[src/rtl/wb_sram_port0_bridge.sv]
// Wishbone slave driving RW port 0 of a 32x256 OpenRAM SRAM macro.
// Every macro and bus output is registered; one access is handled at a time.
module wb_sram_port0_bridge #(
  parameter logic [31:0] BASE_ADDR  = 32'h3000_0000,
  parameter int          ADDR_WIDTH = 8,
  parameter int          DATA_WIDTH = 32,
  parameter int          NUM_WMASKS = 4,
  parameter int          READ_WAIT  = 0
) (
  input  logic                  wb_clk_i,
  input  logic                  wb_rst_i,
  input  logic                  wbs_cyc_i,
  input  logic                  wbs_stb_i,
  input  logic                  wbs_we_i,
  input  logic [NUM_WMASKS-1:0] wbs_sel_i,
  input  logic [31:0]           wbs_adr_i,
  input  logic [DATA_WIDTH-1:0] wbs_dat_i,
  output logic                  wbs_ack_o,
  output logic                  wbs_err_o,
  output logic [DATA_WIDTH-1:0] wbs_dat_o,
  output logic                  sram_csb0,
  output logic                  sram_web0,
  output logic [NUM_WMASKS-1:0] sram_wmask0,
  output logic [ADDR_WIDTH-1:0] sram_addr0,
  output logic [DATA_WIDTH-1:0] sram_din0,
  input  logic [DATA_WIDTH-1:0] sram_dout0
);

  typedef enum logic [2:0] {S_IDLE, S_ISSUE, S_RDWAIT, S_ACK, S_ERR} state_t;

  localparam logic [31:0] WIN_BYTES = 32'd4 << ADDR_WIDTH;

  state_t                r_state, w_state_nxt;
  logic                  r_csb, r_web, r_ack, r_err;
  logic [NUM_WMASKS-1:0] r_wmask;
  logic [ADDR_WIDTH-1:0] r_addr;
  logic [DATA_WIDTH-1:0] r_din, r_dat;
  logic [2:0]            r_cnt;

  logic                  w_csb, w_web, w_ack, w_err;
  logic [NUM_WMASKS-1:0] w_wmask;
  logic [ADDR_WIDTH-1:0] w_addr;
  logic [DATA_WIDTH-1:0] w_din, w_dat;
  logic [2:0]            w_cnt;
  logic [31:0]           w_off;
  logic                  w_hit, w_req;

  // Unsigned wrap-around makes addresses below BASE_ADDR land far outside the window.
  assign w_off = wbs_adr_i - BASE_ADDR;
  assign w_hit = (w_off < WIN_BYTES);
  assign w_req = wbs_cyc_i & wbs_stb_i & ~r_ack & ~r_err;

  always_comb begin
    w_state_nxt = r_state;
    w_csb       = r_csb;
    w_web       = r_web;
    w_wmask     = r_wmask;
    w_addr      = r_addr;
    w_din       = r_din;
    w_dat       = r_dat;
    w_cnt       = r_cnt;
    w_ack       = 1'b0;
    w_err       = 1'b0;
    case (r_state)
      S_IDLE: begin
        if (w_req) begin
          if (w_hit) begin
            w_state_nxt = S_ISSUE;
            w_csb       = 1'b0;
            w_web       = ~wbs_we_i;
            w_wmask     = wbs_we_i ? wbs_sel_i : '0;
            w_addr      = wbs_adr_i[ADDR_WIDTH+1:2];
            w_din       = wbs_dat_i;
          end else begin
            w_state_nxt = S_ERR;
            w_err       = 1'b1;
          end
        end
      end
      S_ISSUE: begin
        // r_web still holds the direction of the access the macro samples now.
        w_csb   = 1'b1;
        w_web   = 1'b1;
        w_wmask = '0;
        if (!r_web) begin
          w_state_nxt = S_ACK;
          w_ack       = 1'b1;
        end else begin
          w_state_nxt = S_RDWAIT;
          w_cnt       = 3'(READ_WAIT);
        end
      end
      S_RDWAIT: begin
        if (r_cnt == 3'd0) begin
          w_dat       = sram_dout0;
          w_state_nxt = S_ACK;
          w_ack       = 1'b1;
        end else begin
          w_cnt = r_cnt - 3'd1;
        end
      end
      S_ACK:   w_state_nxt = S_IDLE;
      S_ERR:   w_state_nxt = S_IDLE;
      default: w_state_nxt = S_IDLE;
    endcase
  end

  always_ff @(posedge wb_clk_i) begin
    if (wb_rst_i) begin
      r_state <= S_IDLE;
      r_csb   <= 1'b1;
      r_web   <= 1'b1;
      r_wmask <= '0;
      r_addr  <= '0;
      r_din   <= '0;
      r_dat   <= '0;
      r_cnt   <= 3'd0;
      r_ack   <= 1'b0;
      r_err   <= 1'b0;
    end else begin
      r_state <= w_state_nxt;
      r_csb   <= w_csb;
      r_web   <= w_web;
      r_wmask <= w_wmask;
      r_addr  <= w_addr;
      r_din   <= w_din;
      r_dat   <= w_dat;
      r_cnt   <= w_cnt;
      r_ack   <= w_ack;
      r_err   <= w_err;
    end
  end

  assign wbs_ack_o   = r_ack;
  assign wbs_err_o   = r_err;
  assign wbs_dat_o   = r_dat;
  assign sram_csb0   = r_csb;
  assign sram_web0   = r_web;
  assign sram_wmask0 = r_wmask;
  assign sram_addr0  = r_addr;
  assign sram_din0   = r_din;

endmodule
[config.mk]
export PLATFORM = sky130hd
export DESIGN_NAME = wb_sram_port0_bridge
export DESIGN_NICKNAME = d
export VERILOG_FILES = /design/src/rtl/wb_sram_port0_bridge.sv
export SDC_FILE = /design/constraint.sdc
export NUM_CORES = 1
export LEC_CHECK = 0
export BUFFER_PORTS_ARGS = -buffer_cell sky130_fd_sc_hd__buf_2
export CORE_ASPECT_RATIO = 1.4
export CORE_UTILIZATION = 43
export DETAILED_ROUTE_END_ITERATION = 8
export GPL_TIMING_DRIVEN = 0
export PLACE_DENSITY = 0.78
export SLEW_MARGIN = 10
export SYNTH_ARGS = -nofsm -noshare
export SYNTH_HDL_FRONTEND = slang
export SYNTH_SLANG_ARGS = --single-unit
[constraint.sdc]
create_clock -name wb_clk_i -period 3.75 [get_ports wb_clk_i]
set_input_delay 0.5625 -clock wb_clk_i [delete_from_list [all_inputs] [get_ports wb_clk_i]]
set_output_delay 0.5625 -clock wb_clk_i [all_outputs]
set_load 0.02 [all_outputs]
==> results of run 1 <==
[synth_stat cells, drive strengths merged (2+ instances only)]
cell type   n  area share
a2111oi     2      0.0051
a211oi      2      0.0044
a21o        3      0.0066
a21oi      79        0.12
a31oi       2      0.0037
buf         2      0.0044
clkbuf     39       0.043
dfxtp      86        0.51
ha          2      0.0073
inv         3      0.0033
nand2      68       0.075
nand2b      4      0.0073
nand4      42       0.077
nand4bb     2      0.0081
nor2        3      0.0033
nor3        2      0.0044
nor4        3      0.0055
o21ai      47       0.069
or2         5      0.0092
or3         6       0.011
or4         3      0.0088
[cell families after synthesis]
group,after synthesis
AND/OR/NAND/NOR,143
buffers and inverters,44
AO/OA/AOI/OAI,138
multiplexers,1
flip-flops,86
adder cells (fa/ha/maj),2
[power groups by stage]
stage | Combinational [mW] | Sequential [mW] | Clock (mW)
2_1_floorplan | 0.0300 | 0.936 | 0
3_5_place_dp | 0.0953 | 0.936 | 0
6_report | 0.0963 | 0.914 | 0.626
4_1_cts | 0.0960 | 0.914 | 0.646
5_1_grt | 0.105 | 0.914 | 0.680
3_3_place_gp | 0.0951 | 0.936 | 0
[routing by layer]
layer | up-vias | track usage
li1 | 1859 | -
met1 | 1699 | 0.263
met2 | 202 | 0.407
met3 | 25 | 0.0398
met4 | 0 | 0.140
met5 | - | 0
[metrics by stage]
step | total power [mW] | instance area (um^2) | std cells | util
floorplan | 0.966 | 3400 | 414 | -
global placement | 1.03 | 4440 | 695 | 0.576
detailed placement | 1.03 | 4440 | 695 | 0.576
CTS | 1.66 | 4620 | 710 | 0.600
global route | 1.70 | 4620 | 710 | 0.600
finish | 1.64 | 4620 | 710 | 0.600
[registers in the layout, summed over array words and instances (netlist names)]
register     count
sram_addr0       8
sram_web0        1
r_cnt            3
sram_csb0        1
wbs_ack_o        1
r_state          3
sram_din0       32
sram_wmask0      4
wbs_dat_o       32
wbs_err_o        1
[worst register-to-register path, stage by stage (launching register included)]
cell	delay [ns]
dfxtp_1	0.37
or2_2	0.35
nor3_1	0.66
clkbuf_1	0.43
nand4_1	0.15
a21oi_1	0.18
[area by class of cell]
class,instances,area [um^2],share of cell area
clock buffer,10,128,0.0276
buffer,41,161,0.0349
sequential,86,1720,0.372
clock inverter,5,61.3,0.0133
inverter,3,11.3,0.00244
timing repair buffer,181,906,0.196
multi-input combinational,284,1510,0.327
tap,100,125,0.0271
[worst paths after layout]
| path | start | cells past startpoint | slack [ns] | to |
|---|---|---|---|---|
| setup / recovery | r_state[1] | 5 | 1.53 | sram_din0[6] |
| hold / removal | sram_dout0[12] | 3 | 0.43 | wbs_dat_o[12] |
| setup reg to reg | r_state[1] | 5 | 1.53 | sram_din0[6] |
| hold reg to reg | wbs_dat_o[8] | 2 | 0.45 | wbs_dat_o[8] |
==> results.md, run 1 <==
* GRT Total Usage at 0.233
* Synth Area in Adders at 0.00735
* Final #Nets at 713
* Vias at 3785
* Drt total wl at 9820 um
* Post-Syn Nets at 521
* LEAKAGE at 1.93 nW
* CP delay by family, top: simple AND/OR/NAND/NOR gates
* Final Hold Violating Endpoints at 0
* Slowest library cell on the worst path: nor3_1
* Simple-gate share of the synthesized area at 0.221
* Synthesized area per cell at 8.22 um^2
* Crit share post-route at 0.591
* Worst Path Arrival at 2.50 ns
* Synth Area in Compound Gates at 0.212
* Detailed placer's ending HPWL at 7360 um
* Starting Density at 0.442
* Grt total ovfl at 0
* Fin crit period at 2.22 ns
* Layout cells sized above 1 at 0.338
* Crit Path Max Fanout at 10
* Outcome: finished clean
* Htree depth at 3
* 1st-iter DRT viols at 203
* Largest net degree at the start of global routing at 15
* Setup-failing EPs final at 0
* Reg clk slew, reported paths at 0.09 ns
* Post-CTS setup buffers at 0
* Latest clock arrival within the worst-skew pair at 0.36 ns
* Crit path launch type: flip-flop
* CORE AREA at 7700 um^2
* Die area at 8280 um^2
* CTS tree: built
* N_diodes at 0
* Worst-Margin Slew at 0.839 ns
* Commonest non-fill, non-tap cells in the layout: buf_2, dfxtp_1, a21oi_1
* Die span in y at 107 um
* Routed Antenna Nets at 0
* Gp weighted congestion at 0.816
* Mapped Area at 3400 um^2
* Fmax at 451 MHz
* Number of synthesized flops with an enable pin at 0
* Initial antenna violation count at 0
* Std cell rows at 38
* First-pass GRT wire length at 15300 um
* Sw power at 0.372 mW
* Vias in the first global route at 3441
* Num CTS Buffers at 9
* Die Span X at 77.2 um
* Switching Fraction at 0.227
* Ports at 185
* Synth-to-layout area growth at 35.8%
* Final Worst Setup Slack at 1.53 ns
* Largest family of logic cells by synthesized area: simple AND/OR/NAND/NOR gates
* Hold-fix buffers, CTS at 0
* Fraction of registers with async set or reset after synthesis at 0
* Gates resized, CTS repair at 0
* Critical Path Max Stage Delay at 0.65 ns
* Setup TNS at 0 ns
* RSZ-0062 raised after global routing: no
* WS Path Type: flip-flop to flip-flop
* Worst min path class: input pin to flip-flop
* Met1 WL at 3930 um
* Synth cell types at 35
* Top_reg_cell synth: dfxtp_1
* Clock buffer depth at 2
* Gate Count Post-Synth at 414
* CTS Root Cell: clkbuf_8
* Ys Warns at 0
* Clk sinks at 86
* Comb power frac at 0.059
* Pwr/cell area at 354 nW/um^2
* Worst Path Buf+Inv at 1
* Buffers on Ports at 181
* Worst hold slack at 0.428 ns
* Met2 Routed Length at 4850 um
* Critical Path RT at 4.04 ns
* Met3 Wirelength at 723 um
* Max VDD drop at 261 uV
* Xor/xnor share of the synthesized area at 0
* Commonest non-fill, non-tap cell in the layout: buf_2
* Drt wl/cell at 13.8 um
* Internal at 1.27 mW
* # DRC at 0
* Max-slew violations at 0
* Clock Power Share at 0.383
* Mux share of post-synthesis cell area at 0.00294
* Sequential fraction of design power at 0.559
* Seq cells post-synth at 86
* Setup WS pre-CTS at 1.21 ns
* Top Metal Used: met4
* Critical path capture point type: flip-flop
* Sequential area share after synthesis at 0.506
* Worst rel slew slack at 0.436
* Fill cell count at 731
* Worst Skew at 0.0125 ns
* DR pass1 iterations at 5
* CP cell instances: or2_2, nor3_1, clkbuf_1, nand4_1, a21oi_1
* Max-capacitance violation count at 0
* Drt via density at 5.33
(Power assumes the default switching activity.)
==> inputs of run 2 (changes only) <==
ABC_AREA = 1   (was default)
clock period = 2.11 ns   (was 3.75 ns; I/O delays follow)
==> results.md, run 2 <==
* Outcome: finished clean
* 1st-iter DRT viols at 199 (-2.0%)
* Std cell rows at 37 (-2.6%)
* Final #Nets at 720 (+0.98%)
* Worst rel slew slack at 0.719 (+0.283)
* Crit path launch type: flip-flop
* Routed Antenna Nets at 0 (unchanged)
* Drt wl/cell at 12.1 um (-13%)
* Reg clk slew, reported paths at 0.09 ns (about the same)
* Final Hold Violating Endpoints at 0 (unchanged)
* Most frequent cells after synthesis: nor2_1, dfxtp_1, o21ai_0
* Synth-to-layout area growth at 39.2%
* Worst Skew at 0.0123 ns (-0.000228 ns)
* Commonest non-fill, non-tap cell in the layout: buf_2
* Initial antenna violation count at 0 (unchanged)
* Starting Density at 0.443 (+0.00130)
* Worst min path class: input pin to flip-flop
* Critical Path Max Stage Delay at 0.34 ns (-0.31 ns)
* Top_reg_cell synth: dfxtp_1
* Fill cell count at 692 (-5.3%)
* Placed Cells at 699 (+0.58%)
* CP cell instances: inv_1, ha_1, inv_1, nor2_1, nand2_1, clkbuf_1, o21ai_0, nor2_1
* Clk sinks at 86 (unchanged)
* Post-CTS setup buffers at 0 (unchanged)
* Synth area leaders: dfxtp_1, nor2_1, o21ai_0
* Setup-failing EPs final at 0 (unchanged)
* Gp weighted congestion at 0.813 (-0.31%)
* Seq cells post-synth at 86 (unchanged)
* # DRC at 0 (unchanged)
* Sequential fraction of design power at 0.507 (-0.052)
* Clock Power Share at 0.443 (+0.060)
* Detailed placer's ending HPWL at 6570 um (-11%)
* Sw power at 0.691 mW (+86%)
* Fraction of registers with async set or reset after synthesis at 0 (unchanged)
* Fin cells at 715 (+0.70%)
* Die Span X at 75.6 um (-2.0%)
* Fmax at 628 MHz (+39%)
* Pwr/cell area at 706 nW/um^2 (+99%)
* Latest clock arrival within the worst-skew pair at 0.35 ns (about the same)
* Clock buffer depth at 2 (unchanged)
* Area share of the largest cell type after synthesis at 0.528 (+0.0219)
* Ports at 185 (unchanged)
* Crit share post-route at 0.755 (+0.164)
* Grt total ovfl at 0 (unchanged)
* Gate Count Post-Synth at 421 (+1.7%)
* Worst Hold Depth at 3 (unchanged)
* Worst-Margin Slew at 0.421 ns (-0.418 ns)
* LEAKAGE at 2.40 nW (+24%)
* Ys Warns at 0 (unchanged)
* Switching Fraction at 0.216 (-0.0114)
* Internal at 2.51 mW (+99%)
* Largest net degree at the start of global routing at 17 (+2)
* DR pass1 iterations at 6 (+1)
* Max VDD drop at 677 uV (+160%)
* Critical Path RT at 2.40 ns (-1.64 ns)
* Layout cells sized above 1 at 0.354 (+0.0167)
* Number of synthesized flops with an enable pin at 0 (unchanged)
* Fin crit period at 1.59 ns (-0.622 ns)
* Drt via density at 4.78 (-10%)
* Synth cell types at 21 (-40%)
* CTS Root Cell: clkbuf_8
* Drt total wl at 8630 um (-12%)
* Most numerous cell in the Yosys netlist: nor2_1
* Die span in y at 105 um (-2.1%)
* CORE AREA at 7360 um^2 (-4.4%)
* Mapped Area at 3260 um^2 (-4.2%)
* Flop2flop setup slack at 0.52 ns (-1.02 ns)
* Synthesized area per cell at 7.75 um^2 (-5.7%)
* Min-delay src: wbs_adr_i[4]
* Worst reg2reg startpoint: r_cnt[0]
* GRT Total Usage at 0.225 (-0.00789)
* Die area at 7950 um^2 (-4.1%)
* CTS tree: built
* WS Path Type: flip-flop to flip-flop
* Hold-fix buffers, CTS at 0 (unchanged)
* Vias at 3418 (-9.7%)
* Max-capacitance violation count at 0 (unchanged)
* Crit Path Max Fanout at 10 (unchanged)
* Comb power frac at 0.050 (-0.009)
* Buffers on Ports at 181 (unchanged)
* Worst Path Arrival at 1.89 ns (-0.61 ns)
* Max-slew violations at 0 (unchanged)
* FF-to-FF End: wbs_dat_o[3]
* Critical path capture point type: flip-flop
* Hold Path End: sram_addr0[2]
* Commonest non-fill, non-tap cells in the layout: buf_2, nor2_1, dfxtp_1
* R2R depth at 8 (+3)
* Vias in the first global route at 3284 (-4.6%)
* RSZ-0062 raised after global routing: no
* Htree depth at 3 (unchanged)
* Post-synth top area cell: dfxtp_1
* Post-Syn Nets at 528 (+1.3%)
* Sequential area share after synthesis at 0.528 (+0.0219)
* Setup TNS at 0 ns (unchanged)
* Slowest library cell on the worst path: dfxtp_1
* First-pass GRT wire length at 13800 um (-9.9%)
* Gates resized, CTS repair at 0 (unchanged)
* N_diodes at 0 (unchanged)
* Num CTS Buffers at 9 (unchanged)
==> run 2: cell count changes after synthesis, moves of 16 or more <==
cell | previous run | this run
clkbuf_1 | 39 | 10
inv_1 | 3 | 19
a21oi_1 | 79 | 10
nand2_1 | 68 | 21
o21ai_0 | 47 | 68
nand4_1 | 42 | 4
nor2_1 | 3 | 161
==> run 2: final cells by class <==
class | instances | area, um^2 | share of cell area
buffer | 24 | 170 | 0.0375
clock buffer | 9 | 124 | 0.0273
clock inverter | 7 | 128 | 0.0281
inverter | 21 | 78.8 | 0.0174
multi-input combinational | 290 | 1290 | 0.285
sequential | 86 | 1720 | 0.379
tap | 97 | 121 | 0.0267
timing repair buffer | 181 | 906 | 0.199
==> run 2: how the worst max path moves through the flow <==
stage / endpoint / slack (ns) / depth (start not counted) / from
global route: wbs_dat_o[29] / 0.36 / 9 / r_cnt[0]
global placement: sram_web0 / 0.56 / 10 / wbs_adr_i[10]
detailed placement: sram_addr0[1] / 0.53 / 9 / wbs_adr_i[10]
floorplan: sram_addr0[0] / 0.75 / 8 / wbs_ack_o
CTS: wbs_dat_o[3] / 0.53 / 9 / r_cnt[0]
finish: wbs_dat_o[3] / 0.52 / 8 / r_cnt[0]
==> run 2: power groups by stage <==
stage | Clock (mW) | Combinational, mW | Sequential [mW]
2_1_floorplan | 0 | 0.0521 | 1.66
3_3_place_gp | 0 | 0.156 | 1.66
3_5_place_dp | 0 | 0.158 | 1.66
4_1_cts | 1.45 | 0.161 | 1.62
5_1_grt | 1.52 | 0.180 | 1.63
6_report | 1.42 | 0.159 | 1.62
==> run 2: critical path: cells and delay by family, from the launching register on <==
family | cells | cell delay, ns
AND/OR/NAND/NOR | 3 | 0.38
buffers and inverters | 3 | 0.46
AO/OA/AOI/OAI | 1 | 0.16
flip-flops | 1 | 0.34
adder cells (fa/ha/maj) | 1 | 0.19
==> run 2: stage by stage <==
step / hold WS, ns / power, mW / utilization / cell area (um^2) / setup slack [ns]
2_1_floorplan: 0.445 / 1.72 / - / 3260 / 0.752
3_3_place_gp: 0.444 / 1.82 / 0.583 / 4290 / 0.565
5_1_grt: 0.170 / 3.33 / 0.617 / 4540 / 0.362
3_5_place_dp: 0.459 / 1.82 / 0.583 / 4290 / 0.534
6_report: 0.180 / 3.20 / 0.617 / 4540 / 0.517
4_1_cts: 0.164 / 3.24 / 0.617 / 4540 / 0.530
==> run 2: cell families (layout without fill, tap and decap cells) <==
family,after synthesis,after routing,share of synthesized area
xor+xnor,1,1,0.00268
compound gates,85,85,0.131
flops,86,86,0.528
fa+ha+maj,2,2,0.00767
simple gates,202,202,0.255
buf+inv,45,242,0.0763
==> run 2: metal layers <==
metal  global-route usage  vias up  share of wire
met4                0.131        0          0.033
met3               0.0492       21          0.062
met1                0.222     1548           0.38
met2                0.409      126           0.52
li1                     -     1723              -
met5                    0        -              0
==> inputs of run 3 (changes only) <==
ABC_AREA = 0   (was 1)
clock period = 1.5 ns   (was 2.11 ns; I/O delays follow)
==> results.md, run 3 (synthesized netlist as in run 1, its figures left out) <==
* Worst Path Arrival at 2.16 ns (+0.27 ns)
* Grt total ovfl at 0 (unchanged)
* Final Hold Violating Endpoints at 0 (unchanged)
* Initial antenna violation count at 0 (unchanged)
* 1st-iter DRT viols at 118 (-41%)
* First-pass GRT wire length at 16200 um (+18%)
* Setup TNS at -11.40 ns (-11.40 ns)
* Latest clock arrival within the worst-skew pair at 0.36 ns (about the same)
* DR pass1 iterations at 4 (-2)
* RSZ-0062 raised after global routing: yes
* Synth-to-layout area growth at 48.1%
* CTS Root Cell: clkbuf_8
* CP delay by family, top: simple AND/OR/NAND/NOR gates
* LEAKAGE at 2.13 nW (-11%)
* Std cell rows at 38 (+2.7%)
* Worst Path Buf+Inv at 1 (-2)
* Clock buffer depth at 2 (unchanged)
* Vias at 3781 (+11%)
* WS Path Type: flip-flop to flip-flop
* Reg clk slew, reported paths at 0.08 ns (about the same)
* Worst-Margin Slew at 0.665 ns (+0.244 ns)
* Clk sinks at 86 (unchanged)
* Critical Path RT at 1.78 ns (-0.62 ns)
* GRT Total Usage at 0.251 (+0.0255)
* Max-slew violations at 0 (unchanged)
* Pwr/cell area at 821 nW/um^2 (+16%)
* Vias in the first global route at 3602 (+9.7%)
* Crit Path Max Fanout at 8 (-2)
* Outcome: finished, violations left
* Layout cells sized above 1 at 0.452 (+0.0974)
* Worst rel slew slack at 0.557 (-0.163)
* Critical path depth at 5 (-3)
* Worst hold slack at 0.105 ns (-0.0748 ns)
* Area taken by multi-input logic gates at 1710 um^2 (+32%)
* Slowest library cell on the worst path: or4_4
* Routed Antenna Nets at 0 (unchanged)
* Setup WS pre-CTS at -0.697 ns (-1.23 ns)
* Die span in y at 107 um (+2.1%)
* Num CTS Buffers at 9 (unchanged)
* Detailed placer's ending HPWL at 7630 um (+16%)
* Failing checks: setup timing
* Fin crit period at 1.88 ns (+0.283 ns)
* Fmax at 533 MHz (-15%)
* Worst min path class: input pin to flip-flop
* CP cell instances: nand4bb_4, or4_4, buf_6, or3_1, a21oi_1
* Hold-fix buffers, CTS at 0 (unchanged)
* Commonest non-fill, non-tap cells in the layout: buf_2, dfxtp_1, a21oi_1
* Drt total wl at 10400 um (+21%)
* N_diodes at 0 (unchanged)
* Finished Core Util at 0.654 (+0.0375)
* Register area at 1740 um^2 (+0.95%)
* Critical Path Max Stage Delay at 0.62 ns (+0.28 ns)
* Fill cell count at 672 (-2.9%)
* Worst Skew at 0.0114 ns (-0.000835 ns)
* Htree depth at 3 (unchanged)
* CTS tree: built
* Setup-failing EPs final at 47 (+47)
* Die area at 8280 um^2 (+4.2%)
* Crit share post-route at 1.25 (+0.495)
* Placed Cells at 695 (-0.57%)
* Fin cells at 722 (+0.98%)
* Final #Nets at 725 (+0.69%)
* Die Span X at 77.2 um (+2.1%)
* Worst Hold Depth at 3 (unchanged)
* Crit path launch type: flip-flop
* Design Power at 4.14 mW (+29%)
* Drt via density at 5.24 (+9.5%)
* Largest net degree at the start of global routing at 14 (-3)
* Commonest non-fill, non-tap cell in the layout: buf_2
* R2R depth at 5 (-3)
* Final Cell Area at 5040 um^2 (+11%)
* Max VDD drop at 490 uV (-28%)
* Starting Density at 0.442 (-0.00130)
* Gp weighted congestion at 0.844 (+3.8%)
* Critical path capture point type: flip-flop
* # DRC at 0 (unchanged)
* Cell Area, Placed at 4480 um^2 (+4.5%)
* Max-capacitance violation count at 0 (unchanged)
* Buffers on Ports at 181 (unchanged)
* Final Worst Setup Slack at -0.376 ns (-0.893 ns)
* Ports at 185 (unchanged)
* Drt wl/cell at 14.4 um (+20%)
* CORE AREA at 7700 um^2 (+4.6%)
run 3: changes by cell type in the layout (fill, tap and decap cells not counted), sizes merged, moves of 4 or more:
| cell | delta |
|---|---|
| or3 | +6 |
| nand2b | +4 |
| clkbuf | +23 |
| nand2 | +45 |
| a21oi | +69 |
| or2 | +5 |
| nand4 | +37 |
| inv | -21 |
| nand3 | -8 |
| nor2 | -160 |
| buf | +8 |
| o21ai | -27 |
run 3: repair_timing:
action,CTS,global route
endpoints found under the setup margin,80,78
gates cloned,1,0
setup buffers,9,4
pin swaps,6,11
gates resized for setup,76,64
run 3: tightest hold or removal path: stages:
cell and delay (ns):
buf_2 0.10, nand2_1 0.04, a21oi_1 0.05
run 3: cell type report:
cell class / count / share of cell area
Buffer: 39 / 0.0482
Clock buffer: 11 / 0.0280
Clock inverter: 4 / 0.00943
Inverter: 3 / 0.00223
Multi-Input combinational cell: 284 / 0.339
Sequential cell: 86 / 0.345
Tap cell: 100 / 0.0248
Timing Repair Buffer: 195 / 0.204
run 3: final timing paths:
kind	start	end	slack, ns
setup / recovery	wbs_ack_o	sram_wmask0[3]	-0.38
hold / removal	sram_dout0[6]	wbs_dat_o[6]	0.11
setup reg to reg	wbs_ack_o	sram_wmask0[3]	-0.38
hold reg to reg	wbs_dat_o[20]	wbs_dat_o[20]	0.45
run 3: report_power, final:
group          switching (mW)  leakage (nW)  internal (mW)
clock                   0.788        0.0952          0.801
sequential            0.00112         0.697           2.28
combinational           0.137          1.34          0.134
run 3: per-layer routing:
metal / wire length (um) / up-vias / part of all wire / track usage
met5: 0 / - / 0 / 0
met4: 281 / 0 / 0.027 / 0.131
met3: 829 / 25 / 0.080 / 0.0576
met2: 5260 / 181 / 0.50 / 0.448
met1: 4050 / 1690 / 0.39 / 0.273
li1: - / 1885 / - / -
